`config.mk`:
```
export PLATFORM = sky130hd
export DESIGN_NAME = mdu_hilo_flat
export DESIGN_NICKNAME = d
export VERILOG_FILES = /design/src/rtl/mdu_hilo_if.sv /design/src/rtl/mdu_hilo.sv /design/src/flat_wrapper.sv
export SDC_FILE = /design/constraint.sdc
export NUM_CORES = 1
export LEC_CHECK = 0
export ABC_AREA = 1
export CORE_ASPECT_RATIO = 1.2
export CORE_MARGIN = 1
export CORE_UTILIZATION = 55
export DETAILED_ROUTE_END_ITERATION = 10
export GPL_TIMING_DRIVEN = 0
export PLACE_DENSITY = 0.84
export SKIP_LAST_GASP = 1
export SYNTH_ARGS = -nofsm -noshare
export SYNTH_HDL_FRONTEND = slang
export SYNTH_SLANG_ARGS = --single-unit
```
`constraint.sdc`:
```
create_clock -name i_clk -period 5.02 [get_ports i_clk]
set_input_delay 0.753 -clock i_clk [delete_from_list [all_inputs] [get_ports i_clk]]
set_output_delay 0.753 -clock i_clk [all_outputs]
set_load 0.02 [all_outputs]
```
`src/rtl/mdu_hilo_if.sv`:
```
// rtl/mdu_hilo_if.sv - issue/readback bundle between the execute stage and the HI/LO multiply-divide unit
interface mdu_hilo_if #(
    parameter int WIDTH = 32
);
    logic             start;
    logic [2:0]       op;
    logic [WIDTH-1:0] rs;
    logic [WIDTH-1:0] rt;
    logic             rd_en;
    logic             rd_sel;
    logic [WIDTH-1:0] rdata;
    logic [WIDTH-1:0] hi;
    logic [WIDTH-1:0] lo;
    logic             busy;
    logic             done;
    logic             div_zero;
    logic             stall;

    modport master (
        output start, op, rs, rt, rd_en, rd_sel,
        input  rdata, hi, lo, busy, done, div_zero, stall
    );

    modport slave (
        input  start, op, rs, rt, rd_en, rd_sel,
        output rdata, hi, lo, busy, done, div_zero, stall
    );
endinterface

```
`src/rtl/mdu_hilo.sv`:
```
// rtl/mdu_hilo.sv - iterative MULT/DIV unit with HI/LO registers; signed MULT/DIV built only with MDU_SIGNED_EN
module mdu_hilo #(
    parameter int WIDTH = 32,
    parameter int CNT_W = 6
) (
    input  logic       i_clk,
    input  logic       i_rst,
    mdu_hilo_if.slave  bus
);
    typedef enum logic [1:0] {IDLE, RUN, FIX} state_t;

    state_t             r_state;
    state_t             w_next;
    logic [CNT_W-1:0]   r_cnt;
    logic [WIDTH-1:0]   r_opd;
    logic [WIDTH-1:0]   r_acc;
    logic [WIDTH-1:0]   r_shf;
    logic [WIDTH-1:0]   r_hi;
    logic [WIDTH-1:0]   r_lo;
    logic               r_is_div;
    logic               r_dz;
    logic               r_done;
    logic               r_div_zero;

    logic               w_busy;
    logic               w_accept;
    logic               w_go;
    logic [WIDTH-1:0]   w_rs_mag;
    logic [WIDTH-1:0]   w_rt_mag;
    logic [WIDTH:0]     w_msum;
    logic [WIDTH:0]     w_drem;
    logic [WIDTH:0]     w_ddiff;
    logic [2*WIDTH-1:0] w_prod;
    logic [2*WIDTH-1:0] w_prod_fix;
    logic [WIDTH-1:0]   w_quo_fix;
    logic [WIDTH-1:0]   w_rem_fix;

    assign w_busy   = (r_state != IDLE);
    assign w_accept = (r_state == IDLE) && bus.start;
    assign w_go     = w_accept && !bus.op[2];

    // Multiply: {r_acc,r_shf} is the shifting product. Divide: r_acc is the partial remainder, r_shf dividend/quotient.
    assign w_msum  = {1'b0, r_acc} + {1'b0, (r_shf[0] ? r_opd : '0)};
    assign w_drem  = {r_acc, r_shf[WIDTH-1]};
    assign w_ddiff = w_drem - {1'b0, r_opd};
    assign w_prod  = {r_acc, r_shf};

`ifdef MDU_SIGNED_EN
    logic w_rs_neg;
    logic w_rt_neg;
    logic r_neg_q;
    logic r_neg_r;

    assign w_rs_neg   = bus.op[0] & bus.rs[WIDTH-1];
    assign w_rt_neg   = bus.op[0] & bus.rt[WIDTH-1];
    assign w_rs_mag   = w_rs_neg ? ('0 - bus.rs) : bus.rs;
    assign w_rt_mag   = w_rt_neg ? ('0 - bus.rt) : bus.rt;
    assign w_prod_fix = r_neg_q ? ('0 - w_prod) : w_prod;
    assign w_quo_fix  = r_dz ? '1 : (r_neg_q ? ('0 - r_shf) : r_shf);
    assign w_rem_fix  = r_neg_r ? ('0 - r_acc) : r_acc;

    always_ff @(posedge i_clk) begin
        if (i_rst) begin
            r_neg_q <= 1'b0;
            r_neg_r <= 1'b0;
        end else if (w_go) begin
            r_neg_q <= w_rs_neg ^ w_rt_neg;
            r_neg_r <= w_rs_neg;
        end
    end
`else
    assign w_rs_mag   = bus.rs;
    assign w_rt_mag   = bus.rt;
    assign w_prod_fix = w_prod;
    assign w_quo_fix  = w_quo_fix_raw();
    assign w_rem_fix  = r_acc;

    function automatic logic [WIDTH-1:0] w_quo_fix_raw();
        return r_shf;
    endfunction
`endif

    always_ff @(posedge i_clk) begin
        if (i_rst) begin
            r_state <= IDLE;
        end else begin
            r_state <= w_next;
        end
    end

    always_comb begin
        w_next = r_state;
        case (r_state)
            IDLE:    if (w_go) w_next = RUN;
            RUN:     if (r_cnt == '0) w_next = FIX;
            FIX:     w_next = IDLE;
            default: w_next = IDLE;
        endcase
    end

    always_ff @(posedge i_clk) begin
        if (i_rst) begin
            r_cnt      <= '0;
            r_opd      <= '0;
            r_acc      <= '0;
            r_shf      <= '0;
            r_hi       <= '0;
            r_lo       <= '0;
            r_is_div   <= 1'b0;
            r_dz       <= 1'b0;
            r_done     <= 1'b0;
            r_div_zero <= 1'b0;
        end else begin
            r_done     <= 1'b0;
            r_div_zero <= 1'b0;
            case (r_state)
                IDLE: begin
                    if (w_go) begin
                        r_is_div <= bus.op[1];
                        r_dz     <= bus.op[1] && (bus.rt == '0);
                        r_opd    <= bus.op[1] ? w_rt_mag : w_rs_mag;
                        r_shf    <= bus.op[1] ? w_rs_mag : w_rt_mag;
                        r_acc    <= '0;
                        r_cnt    <= CNT_W'(WIDTH - 1);
                    end else if (w_accept && bus.op == 3'b100) begin
                        r_hi <= bus.rs;
                    end else if (w_accept && bus.op == 3'b101) begin
                        r_lo <= bus.rs;
                    end
                end
                RUN: begin
                    r_cnt <= r_cnt - 1'b1;
                    if (r_is_div) begin
                        r_acc <= w_ddiff[WIDTH] ? w_drem[WIDTH-1:0] : w_ddiff[WIDTH-1:0];
                        r_shf <= {r_shf[WIDTH-2:0], ~w_ddiff[WIDTH]};
                    end else begin
                        r_acc <= w_msum[WIDTH:1];
                        r_shf <= {w_msum[0], r_shf[WIDTH-1:1]};
                    end
                end
                FIX: begin
                    if (r_is_div) begin
                        r_hi <= w_rem_fix;
                        r_lo <= w_quo_fix;
                    end else begin
                        {r_hi, r_lo} <= w_prod_fix;
                    end
                    r_done     <= 1'b1;
                    r_div_zero <= r_is_div & r_dz;
                end
                default: ;
            endcase
        end
    end

    assign bus.rdata    = bus.rd_sel ? r_hi : r_lo;
    assign bus.hi       = r_hi;
    assign bus.lo       = r_lo;
    assign bus.busy     = w_busy;
    assign bus.done     = r_done;
    assign bus.div_zero = r_div_zero;
    assign bus.stall    = w_busy & (bus.start | bus.rd_en);
endmodule
```
`src/flat_wrapper.sv`:
```
// flat-port wrapper written by rule: the top's interface ports become plain ports
module mdu_hilo_flat 
#(
    parameter int WIDTH = 32,
    parameter int CNT_W = 6
)
  (i_clk, i_rst, bus_start, bus_op, bus_rs, bus_rt, bus_rd_en, bus_rd_sel, bus_rdata, bus_hi, bus_lo, bus_busy, bus_done, bus_div_zero, bus_stall);
  mdu_hilo_if #(.WIDTH(WIDTH)) bus_i ();
  input  logic i_clk;
  input  logic i_rst;
  input wire logic [$bits(bus_i.start)-1:0] bus_start;
  input wire logic [$bits(bus_i.op)-1:0] bus_op;
  input wire logic [$bits(bus_i.rs)-1:0] bus_rs;
  input wire logic [$bits(bus_i.rt)-1:0] bus_rt;
  input wire logic [$bits(bus_i.rd_en)-1:0] bus_rd_en;
  input wire logic [$bits(bus_i.rd_sel)-1:0] bus_rd_sel;
  output wire logic [$bits(bus_i.rdata)-1:0] bus_rdata;
  output wire logic [$bits(bus_i.hi)-1:0] bus_hi;
  output wire logic [$bits(bus_i.lo)-1:0] bus_lo;
  output wire logic [$bits(bus_i.busy)-1:0] bus_busy;
  output wire logic [$bits(bus_i.done)-1:0] bus_done;
  output wire logic [$bits(bus_i.div_zero)-1:0] bus_div_zero;
  output wire logic [$bits(bus_i.stall)-1:0] bus_stall;
  assign bus_i.start = bus_start;
  assign bus_i.op = bus_op;
  assign bus_i.rs = bus_rs;
  assign bus_i.rt = bus_rt;
  assign bus_i.rd_en = bus_rd_en;
  assign bus_i.rd_sel = bus_rd_sel;
  assign bus_rdata = bus_i.rdata;
  assign bus_hi = bus_i.hi;
  assign bus_lo = bus_i.lo;
  assign bus_busy = bus_i.busy;
  assign bus_done = bus_i.done;
  assign bus_div_zero = bus_i.div_zero;
  assign bus_stall = bus_i.stall;
  mdu_hilo #(.WIDTH(WIDTH), .CNT_W(CNT_W)) u_core (.i_clk(i_clk), .i_rst(i_rst), .bus(bus_i));
endmodule
```
* Word-level counts from Yosys, hierarchy flattened *
Cells that the tools add are included.
W data, S select, Z words.

word-level totals
  flip-flop bits (word level) = 172
  latch bits = 0
  bits in writable memories = 0
  memory bits (read-only) = 0
  input bits = 72
  output and inout port bits = 100
  logic and storage cells = 71
  memories kept = 0

operators by class
  add/sub/neg operators = 3
  multiply operators = 0
  div/mod/pow operators = 0
  magnitude comparators = 0
  equal/unequal tests = 10
  shift-type cells = 0
  mux-type cells = 24
  bitwise gates (word level) = 5
  reduce and logical (&&, ||, !) cells = 18

operators by type and width
  kind                   number
  $mux W32               14
  $pmux W32 S2           4
  $add A32 B32 Y33       1
  $sub A33 B32 Y33       1
  $logic_not A32 Y1      1
  $pmux W6 S2            1
  $ne A2 B2 Y1 const B   4
  $eq A3 B3 Y1 const B   2
  $logic_not A6 Y1       1
  $mux W6                1
  $reduce_and A2 Y1      3
  $reduce_bool A2 Y1     3
  $sub A6 B1 Y6 const B  1
  $logic_and A1 B1 Y1    5
  $mux W2                2
  $ne A2 B1 Y1 const B   2
  $pmux W2 S2            1
  $reduce_and A4 Y1      1
  $reduce_and A3 Y1      1
  $and A1 B1 Y1          2
  $eq A2 B1 Y1 const B   1
  $eq A2 B2 Y1 const B   1
  $logic_not A2 Y1       1
  $not A1 Y1             2
  4 further kinds        4

* Logic depth before layout (Yosys ltp) *
  depth in word-level cells = 7
  depth in mapped cells = 19
  gate-level depth less buffers = 19

* Least setup slack after synthesis *
OpenSTA, ideal clock, no wires.

  path type = input to output
  start = in bus_rd_sel
  end = out bus_rdata[22]
  arrival = 1599 ps
  required time = 4267 ps
  path slack = 2668 ps
  stages on the path = 3
  path buffers = 2
  path through = clkbuf_1 clkbuf_1 o21ai_0

between the ends
  longest elaborated chain between the ends = 1

RTL lines
  item         RTL line            text
  from (decl)  flat_wrapper.sv:16  input wire logic [$bits(bus_i.rd_sel)-1:0] bus_rd_sel;
  $mux W32     mdu_hilo.sv:156     assign bus.rdata = bus.rd_sel ? r_hi : r_lo;
  to (decl)    flat_wrapper.sv:17  output wire logic [$bits(bus_i.rdata)-1:0] bus_rdata;

No other way between the ends.

* Final worst setup path *
  start = reg u_core.r_shf[0]
  end = reg u_core.r_acc[29]

between the ends
  longest elaborated chain between the ends = 4

RTL lines
  item                    RTL line         text
  from (decl)             mdu_hilo.sv:17   logic [WIDTH-1:0] r_shf;
  from (signal assigned)  mdu_hilo.sv:122  r_shf <= bus.op[1] ? w_rs_mag : w_rt_mag;
  from (signal assigned)  mdu_hilo.sv:135  r_shf <= {r_shf[WIDTH-2:0], ~w_ddiff[WIDTH]};
  from (signal assigned)  mdu_hilo.sv:138  r_shf <= {w_msum[0], r_shf[WIDTH-1:1]};
  $mux W32                mdu_hilo.sv:43   assign w_msum = {1'b0, r_acc} + {1'b0, (r_shf[0] ? r_opd : '0)};
  $add A32 B32 Y33        mdu_hilo.sv:43
  $mux W32                mdu_hilo.sv:133  if (r_is_div) begin
  $pmux W32 S2            mdu_hilo.sv:116  case (r_state)
  to (signal assigned)    mdu_hilo.sv:134  r_acc <= w_ddiff[WIDTH] ? w_drem[WIDTH-1:0] : w_ddiff[WIDTH-1:0];
  to (signal assigned)    mdu_hilo.sv:137  r_acc <= w_msum[WIDTH:1];
  to (decl)               mdu_hilo.sv:16   logic [WIDTH-1:0] r_acc;

No other way between the ends.
A chain may end at the register's enable or synchronous reset.

==> results.ini <==
[finish]
final_cells=2876
nets=2679
drive_above_1_share_pct=4.31
n_antenna_cell=0
syn_to_final_growth_pct=19.1

[clock_tree]
postCtsHoldBufs=0
cts_tree=yes
cts-resized-gates=0
cts_setup_buffers=0
clk_latency_ns=0.45
htreeDepth=4
cts_root_buffer=clkbuf_16
cts_inserted_buffers=17
clkSlewWorstSetupHoldPaths_ns=0.07
clockBufferDepth=2
cts_sinks=172

[synth]
synthArstFlopShare_pct=0
synth_simple_gate_area_share_pct=31.4
synth_common_cells=nand2_1, inv_1, o21ai_0
synth_compound_gate_area_share_pct=23.2
yosys.area.top_type=dfxtp_1
synth_top_family_by_area=simple AND/OR/NAND/NOR gates
seq_area_frac_synth_pct=24.6
ys.flop_type=dfxtp_1
synth_edf_count=0
synth.top_cell.area_share_pct=24.6
synthXorXnorAreaFrac_pct=0.689
yosys_warnings=0
postSynthAreaPerCell_um2=5.95
synth_nets=2491
synth_area_leaders=dfxtp_1, nand2_1, inv_1
synth_most_common_cell=nand2_1
ys_seq_elements=172
synthCells=2351
synth_cell_type_count=48
synthMuxAreaShare_pct=0.0805
synth-adder-area-share_pct=6.19
syn-cell-area_um2=14000

[global_route]
grt_pass1_vias=16500
grt_antenna_before_repair=2
grt_pass1_wl_um=89900
gr-total-overflow=0
grt_usage_pct=45.8
grt_max_degree=17

[sta]
finalHoldViolCount=0
worst_slew_pin_slew_ns=1.16
min_period_ns=3.77
finalSetupTns_ns=0
clock.fmax_ghz=0.265
setup_violations=0
finalCritPeriodShare_pct=75.0
slew_viol_final=0
max-slew-margin-rel_pct=21.6
rsz0062_at_grt=false
skew_ns=0.0107

[route]
drc=0
first_iter_violations=1616
routed_via_density=5.97
wl_um=59700
vias=17200
antenna_left=0
post_drt_wl_per_cell_um=20.7
drtPass1Iterations=6

[critical_path]
required_ns=5.33
cp-end-kind=register
crit_slowest_cell=clkbuf_1
crit_fanout=8
crit_chain=clkbuf_1 -> nand2_1 -> inv_1 -> ha_1 -> inv_1 -> fa_1 -> o21ai_1 -> nand2_1 -> nand2_1 -> nand2_1 -> nand2_1 -> nand2_1 -> nand3_1 -> nand3_1 -> nand2_1 -> inv_1 -> nand2_1 -> a21oi_1
worst_path_most_repeated_cell=nand2_1
crit_type=reg2reg
crit_arrival_ns=4.08
startpoint_type=register
crit_path_max_incr_delay_ns=0.65

[placed_design]
io_buffers=169
hpwlAfterDp_um=48300
gp_congestion=1.09
placed_cells=2845

[floorplan]
core_area_um2=24800
fp.dieW_um=148
die-area_um2=26100
rows=63
die_y_um=177
start_util_pct=56.3
ios=172

[pwr]
power.density_nw_per_um2=258
irDropWorstVdd_uv=202
p_leak_nw=7.54

[hold_path]
min_path_type=reg2reg

[outcome]
status=finished, final reports clean

[flow_run]
maxCapViolCount=0

[per-stage QoR]
step / hold slack [ns] / setup slack [ns] / power, mW / area, um^2 / utilization [%]
floorplan: 0.437 / 2.67 / 2.40 / 14000 / -
global placement: 0.450 / 1.58 / 2.90 / 16100 / 64.8
detailed placement: 0.456 / 1.47 / 2.92 / 16100 / 64.8
CTS: 0.468 / 1.47 / 4.22 / 16700 / 67.1
global route: 0.493 / 1.06 / 4.44 / 16700 / 67.1
finish: 0.467 / 1.25 / 4.29 / 16700 / 67.1
[area by class of cell]
class                      instances  area, um^2
clock buffer                      21         460
inverter                         369        1390
tap                              325         407
fill                            2284        8170
buffer                           119         542
sequential                       172        3440
timing repair buffer             169        1690
clock inverter                    10         116
multi-input combinational       1691        8610
[critical path: cells and delay by family, from the launching register on]
| family | cells | cell delay [ns] |
|---|---|---|
| buffers and inverters | 4 | 0.88 |
| flip-flops | 1 | 0.31 |
| AO/OA/AOI/OAI | 2 | 0.40 |
| AND/OR/NAND/NOR | 10 | 1.32 |
| adder cells (fa/ha/maj) | 2 | 0.72 |
[placed cells by master (no fill, tap or decap), types with 3 or more instances in the layout]
cell type / instances
nand4_1: 15
buf_4: 3
xor2_1: 5
nand3_2: 10
buf_2: 14
nand2_2: 12
nand2_4: 5
nand2_1: 578
o21bai_1: 4
a311oi_1: 15
dfxtp_1: 172
and2_1: 5
clkinv_2: 3
nor2_2: 9
clkbuf_16: 17
nor3_1: 12
buf_6: 3
a21oi_2: 3
ha_1: 66
clkinv_1: 3
a21oi_1: 215
nor2_1: 150
clkdlybuf4s50_1: 169
o21ai_0: 250
o21ai_1: 12
nor4_1: 10
or2_2: 4
a21o_1: 5
inv_1: 357
a21boi_0: 3
o211ai_1: 28
inv_2: 9
nand3_1: 190
clkbuf_1: 85
xnor2_1: 6
nand3b_1: 13
a31oi_1: 53
buf_1: 13
[flip-flops by register name, summed over array words and instances, names as in the netlist, 2 cells and up]
| name | cells |
|---|---|
| u_core.bus.hi | 32 |
| u_core.bus.lo | 32 |
| u_core.r_acc | 32 |
| u_core.r_opd | 32 |
| u_core.r_shf | 32 |
| u_core.r_cnt | 6 |
| u_core.r_state | 2 |
[report_power, final]
group	switching [mW]	internal (mW)
logic	0.935	0.458
registers	0.0983	1.46
clock network	0.580	0.757
total	1.61	2.68
[path summary, 6_finish.rpt]
check                                                     from                             end  slack (ns)  cells past startpoint
worst max-delay path              u_core.r_shf[0]$_SDFFE_PP0P_   u_core.r_acc[29]$_SDFFE_PP0P_        1.25                     18
worst min-delay path            u_core.bus.lo[11]$_SDFFE_PP0P_  u_core.bus.lo[11]$_SDFFE_PP0P_        0.47                      2
worst max register to register    u_core.r_shf[0]$_SDFFE_PP0P_   u_core.r_acc[29]$_SDFFE_PP0P_        1.25                     18
worst min register to register  u_core.bus.lo[11]$_SDFFE_PP0P_  u_core.bus.lo[11]$_SDFFE_PP0P_        0.47                      2
[routing by layer]
| layer | GRT usage, % | routed length [um] | up-vias |
|---|---|---|---|
| li1 | - | - | 8082 |
| met1 | 48.8 | 20800 | 7701 |
| met2 | 79.2 | 28000 | 1105 |
| met3 | 9.48 | 6030 | 288 |
| met4 | 35.3 | 4740 | 4 |
| met5 | 0 | 31 | - |
[kinds of logic after synthesis]
group           Yosys count
compound gates          594
simple gates           1017
fa+ha+maj                68
xor+xnor                 11
flops                   172
buf+inv                 488
mux                       1
Note: power is estimated with default switching activity, not from simulation.
